$ cat src/rtl/video_pkg.sv
// Shared video constants: 640x480 timing, frame size and scheduler state encoding.
package video_pkg;

  // Scheduler FSM encoding (kept as plain constants for legacy tooling).
  localparam logic [1:0] IDLE     = 2'b00;
  localparam logic [1:0] ISSUE    = 2'b01;
  localparam logic [1:0] WAIT_STS = 2'b10;

  // 640x480 @ 60 Hz timing.
  localparam int H_VISIBLE = 640;
  localparam int H_FRONT   = 16;
  localparam int H_SYNC    = 96;
  localparam int H_BACK    = 48;
  localparam int V_VISIBLE = 480;
  localparam int V_FRONT   = 10;
  localparam int V_SYNC    = 2;
  localparam int V_BACK    = 33;

  // One frame of 24-bit pixels.
  localparam int FRAME_BYTES = H_VISIBLE * V_VISIBLE * 3;

endpackage

$ cat src/rtl/fb_swap_reg.sv
// Front/back framebuffer register: holds the pending address from the CPU and
// promotes it to the current front buffer only when the scheduler starts a frame.
module fb_swap_reg #(
  parameter int                ADDR_W   = 32,
  parameter logic [ADDR_W-1:0] RST_ADDR = '0
) (
  input  logic              clk,
  input  logic              rstn,
  input  logic              swap_req,
  input  logic [ADDR_W-1:0] swap_addr,
  input  logic              take,
  output logic [ADDR_W-1:0] cur_addr,
  output logic              swap_ack
);

  logic              pend_valid;
  logic [ADDR_W-1:0] pend_addr;

  // Latch requests (latest wins) and promote on frame start; a request that
  // coincides with the frame start is used directly for that frame.
  always_ff @(posedge clk) begin
    if (!rstn) begin
      pend_valid <= 1'b0;
      pend_addr  <= '0;
      cur_addr   <= RST_ADDR;
      swap_ack   <= 1'b0;
    end else begin
      swap_ack <= 1'b0;
      if (take) begin
        if (swap_req) begin
          cur_addr <= swap_addr;
          swap_ack <= 1'b1;
        end else if (pend_valid) begin
          cur_addr <= pend_addr;
          swap_ack <= 1'b1;
        end
        pend_valid <= 1'b0;
      end else if (swap_req) begin
        pend_valid <= 1'b1;
        pend_addr  <= swap_addr;
      end
    end
  end

endmodule

$ cat src/rtl/frame_dma_sched.sv
// Per-frame MM2S DMA scheduler with tear-free framebuffer swapping and sticky
// error flags. Optional statistics counters: define FRAME_DMA_SCHED_STATS_EN.
module frame_dma_sched #(
  parameter int                ADDR_W      = 32,
  parameter int                BTT_W       = 23,
  parameter int                FRAME_BYTES = video_pkg::FRAME_BYTES,
  parameter logic [ADDR_W-1:0] RST_ADDR    = '0
) (
  input  logic              clk,
  input  logic              rstn,
  input  logic              frame_start,
  input  logic              enable,
  input  logic [ADDR_W-1:0] fb_addr,
  input  logic              fb_swap_req,
  output logic              fb_swap_ack,
  output logic              cmd_valid,
  input  logic              cmd_ready,
  output logic [ADDR_W-1:0] cmd_addr,
  output logic [BTT_W-1:0]  cmd_btt,
  input  logic              sts_valid,
  input  logic              sts_okay,
  output logic              sts_ready,
  output logic              busy,
  output logic [ADDR_W-1:0] cur_addr,
  output logic              err_dma,
  output logic              err_miss,
  input  logic              err_clr
`ifdef FRAME_DMA_SCHED_STATS_EN
  ,
  output logic [31:0]       frame_cnt,
  output logic [15:0]       miss_cnt
`endif
);
  import video_pkg::*;

  logic [1:0] state;
  logic       go;
  logic       miss;
  logic       sts_done;
  logic       cmd_done;

  assign go       = (state == IDLE) && frame_start && enable;
  assign miss     = (state != IDLE) && frame_start;
  assign cmd_done = (state == ISSUE) && cmd_ready;
  assign sts_done = (state == WAIT_STS) && sts_valid;

  // The command always covers a whole frame and points at the front buffer,
  // which only changes while idle, so both are stable during the handshake.
  assign cmd_btt  = BTT_W'(FRAME_BYTES);
  assign cmd_addr = cur_addr;

  fb_swap_reg #(
    .ADDR_W   (ADDR_W),
    .RST_ADDR (RST_ADDR)
  ) u_swap (
    .clk       (clk),
    .rstn      (rstn),
    .swap_req  (fb_swap_req),
    .swap_addr (fb_addr),
    .take      (go),
    .cur_addr  (cur_addr),
    .swap_ack  (fb_swap_ack)
  );

  // Scheduler FSM with registered handshake outputs.
  always_ff @(posedge clk) begin
    if (!rstn) begin
      state     <= IDLE;
      cmd_valid <= 1'b0;
      sts_ready <= 1'b0;
      busy      <= 1'b0;
    end else begin
      case (state)
        IDLE: begin
          if (go) begin
            state     <= ISSUE;
            cmd_valid <= 1'b1;
            busy      <= 1'b1;
          end
        end
        ISSUE: begin
          if (cmd_done) begin
            state     <= WAIT_STS;
            cmd_valid <= 1'b0;
            sts_ready <= 1'b1;
          end
        end
        WAIT_STS: begin
          if (sts_done) begin
            state     <= IDLE;
            sts_ready <= 1'b0;
            busy      <= 1'b0;
          end
        end
        default: begin
          state     <= IDLE;
          cmd_valid <= 1'b0;
          sts_ready <= 1'b0;
          busy      <= 1'b0;
        end
      endcase
    end
  end

  // Sticky error flags; a set event on the same edge beats the clear.
  always_ff @(posedge clk) begin
    if (!rstn) begin
      err_dma  <= 1'b0;
      err_miss <= 1'b0;
    end else begin
      if (sts_done && !sts_okay) err_dma <= 1'b1;
      else if (err_clr)          err_dma <= 1'b0;
      if (miss)                  err_miss <= 1'b1;
      else if (err_clr)          err_miss <= 1'b0;
    end
  end

`ifdef FRAME_DMA_SCHED_STATS_EN
  // Good-frame and missed-frame counters; an event coinciding with a clear
  // restarts the count at one.
  always_ff @(posedge clk) begin
    if (!rstn) begin
      frame_cnt <= '0;
      miss_cnt  <= '0;
    end else begin
      if (sts_done && sts_okay) frame_cnt <= err_clr ? 32'd1 : frame_cnt + 32'd1;
      else if (err_clr)         frame_cnt <= '0;
      if (miss) begin
        if (err_clr)                    miss_cnt <= 16'd1;
        else if (miss_cnt != 16'hFFFF)  miss_cnt <= miss_cnt + 16'd1;
      end else if (err_clr) begin
        miss_cnt <= '0;
      end
    end
  end
`endif

endmodule
$ cat config.mk
export PLATFORM = sky130hd
export DESIGN_NAME = frame_dma_sched
export DESIGN_NICKNAME = d
export VERILOG_FILES = /design/src/rtl/video_pkg.sv /design/src/rtl/fb_swap_reg.sv /design/src/rtl/frame_dma_sched.sv
export SDC_FILE = /design/constraint.sdc
export NUM_CORES = 1
export LEC_CHECK = 0
export CAP_MARGIN = 20
export CORE_UTILIZATION = 40
export DETAILED_ROUTE_END_ITERATION = 8
export PLACE_DENSITY = 0.79
export SLEW_MARGIN = 5
export SYNTH_ARGS = -nofsm -noshare
export SYNTH_HDL_FRONTEND = slang
export SYNTH_SLANG_ARGS = --single-unit
$ cat constraint.sdc
create_clock -name clk -period 1.6 [get_ports clk]
set_clock_uncertainty 0.15 [all_clocks]
set_input_delay 0.32 -clock clk [delete_from_list [all_inputs] [get_ports clk]]
set_output_delay 0.32 -clock clk [all_outputs]
set_load 0.03 [all_outputs]
==> run metrics <==
crit start category flop; CP Capture Type output pin; Post-CTS Resized 112; #FFs+latches synth 73; final period utilization 96.9%; Sw Ratio 30.9%; die footprint just over 9000 sq um; Overflow after GRT 0; Worst path depth 1; Setup Fix Bufs, Post-CTS 0; # rows 34; grt met1 use 21.2%; grt met2 use 30.0%; layout cells sized above 1 20.1%; Max Slew Vio Count 0; CTS tree done; power density cells 989 nW/um^2; commonest cells in the netlist 73 x dfxtp_1, 57 x buf_4, 34 x nand2_1; CTS clk-pin slew, worst paths around 0.080 ns; Hold Path Class in2reg; I/O pin count approximately 130; worst slack, placed -0.270 ns; buffers and inverters on the worst path 1; GRT met3 Usage under 10%; initial antenna violation count 0; combinational power share 21.5%; Avg WL per Cell 13.9 um; hold path depth 2; CORE AREA between 8000 and 9000 sq um; Synth cell types 28; final setup margin 0.0490 ns; Post-Syn Area roughly 3600 sq um; TNS Setup 0 ns; post-DR vias/cell roughly 5.2; Area Overhead vs Synth 22.7%; Mean Syn Cell Area 9.10 sq um; Placed Area 4400 sq um; vias in the first global route 2,639; Sw Pwr 1.33 mW; H-tree depth 3; EDFF count, synth 0; gr usage total 17.5%; GRT busiest layer met2; reg2reg path depth 3; Top FF cell, synth dfxtp_1; Cell Int Power around 3 mW; Worst path slowest cell dlygate4sd2_1; clock root buffer master clkbuf_8; DRT iter0 DRCs 90; clock latency on the worst-skew pair around 0.34 ns; leakage power around 2.2 nW; ant diodes 0; reg2reg end u_swap.cur_addr[11]; R2R Setup Slk about 0.15 ns; DIE WIDTH 96.3 um; nets 494; largest net degree at the start of global routing 47; Post-DP HPWL 5350 um; Vias 2,935; # fillers 808; leading area contributor after synthesis dfxtp_1; max_cap viols 0; Top Family by Delay on Critical Path buffers and inverters; Post-Layout Cell Count 566; critical path class reg2out; First-pass DRT Iterations 4; clock power share roughly a third; CP Max Fanout 2; post-synth top area share between 40 and 50%; CP endpoint err_miss; Worst EP arrival ~1.1 ns; Die H 96.3 um; Design Area, Final 4360 sq um; asr flop ratio synth 0%; initial core utilization 41.0%; Final min period 1.55 ns; first-pass GRT wire length 12,500 um; Yosys Warn Count 0; R2R Path Start state[0]; fmax 0.645 GHz; final hold violation count 0; # DRC 0; CTS Sinks 73; slowest stage delay, CP approximately 0.4 ns; Pwr Total approximately 4.3 mW; Finish-stage setup viols 0; Critical Path RT 1.13 ns; most numerous cell in the Yosys netlist dfxtp_1; CTS buffer count 9; sequential fraction of the synthesis area 41.1%; CP Cell Sequence dlygate4sd2_1; Worst Setup SP err_miss; CTS Hold Buffers Added 0; Seq pwr share 46.4%; Cells after Synth ~400; Placer Congestion 0.715; Post-DRT Antenna Nets 0; CTS Buffer Depth 2; worst vdd ir 0.000608 V; dpl cells 550; status complete, no violations; Synth area leaders dfxtp_1 41%, buf_4 12%, o211a_1 9.3%; Port Buffers 110; final wirelength 7890 um; RSZ-0062 raised after global routing no
flip-flops by register name, summed over array words and instances (netlist names):
register / cells
sts_ready: 1
u_swap.cur_addr: 32
cmd_valid: 1
state: 2
err_miss: 1
u_swap.pend_addr: 32
u_swap.pend_valid: 1
busy: 1
u_swap.swap_ack: 1
err_dma: 1
power by group through the flow:
stage / Combinational, mW / Clock, mW / Sequential (mW)
2_1_floorplan: 0.618 / 0 / 2.15
3_3_place_gp: 1.00 / 0 / 2.04
3_5_place_dp: 1.02 / 0 / 2.05
4_1_cts: 0.958 / 1.43 / 2.00
5_1_grt: 1.00 / 1.50 / 2.02
6_report: 0.927 / 1.38 / 2.00
stage by stage:
| step | hold slack, ns | util (%) |
|---|---|---|
| 2_1_floorplan | 0.278 | - |
| 3_3_place_gp | 0.285 | 50.7 |
| 3_5_place_dp | 0.290 | 50.7 |
| 4_1_cts | 0.174 | 52.5 |
| 5_1_grt | 0.169 | 50.3 |
| 6_report | 0.190 | 50.3 |
area by class of cell:
class                           count  area [sq um]  share of cell area [%]
Tap cell                          108           135                    3.10
Clock inverter                      6          58.8                    1.35
Sequential cell                    73          1460                    33.5
Multi-Input combinational cell    244          1560                    35.8
Timing Repair Buffer              125          1020                    23.3
Clock buffer                       10           128                    2.92
placed cells by master, fill, tap and decap left out, types with 2 or more instances in the layout:
| cell type | instances |
|---|---|
| o211a_1 | 33 |
| a21oi_1 | 3 |
| dfxtp_1 | 73 |
| clkdlybuf4s15_1 | 11 |
| clkbuf_8 | 9 |
| mux2i_1 | 32 |
| nand2_1 | 34 |
| clkbuf_2 | 47 |
| nor2_1 | 4 |
| clkdlybuf4s50_1 | 38 |
| o21ai_0 | 29 |
| dlygate4sd2_1 | 2 |
| conb_1 | 23 |
| buf_4 | 13 |
| and2_1 | 2 |
| nand4_1 | 32 |
| clkdlybuf4s15_2 | 10 |
| a21boi_0 | 2 |
| buf_12 | 3 |
| nand3_1 | 32 |
| o21ai_1 | 6 |
| clkinv_2 | 4 |
| nor2b_1 | 3 |
worst min-delay path by stage:
stage,start,endpoint,slack [ns]
4_1_cts,rstn,u_swap.cur_addr[13],0.17
2_1_floorplan,u_swap.pend_addr[30],u_swap.pend_addr[30],0.28
3_5_place_dp,u_swap.pend_addr[30],u_swap.pend_addr[30],0.29
3_3_place_gp,u_swap.pend_addr[30],u_swap.pend_addr[30],0.28
6_report,rstn,u_swap.cur_addr[14],0.19
5_1_grt,rstn,u_swap.cur_addr[13],0.17
per-layer routing:
layer | vias to the layer above | part of all wire (%)
li1 | 1436 | -
met1 | 1410 | 42
met2 | 83 | 51
met3 | 6 | 5.5
met4 | 0 | 0.70
met5 | - | 0
logic make-up after synthesis:
family                 share of synthesized area (%)
AOI/OAI and AO/OA                               15.5
buffers and inverters                           17.3
DFF                                             41.1
muxes                                           9.00
other                                          0.211
and+or+nand+nor                                 16.8
No activity file was read; power rests on OpenSTA's default activity.
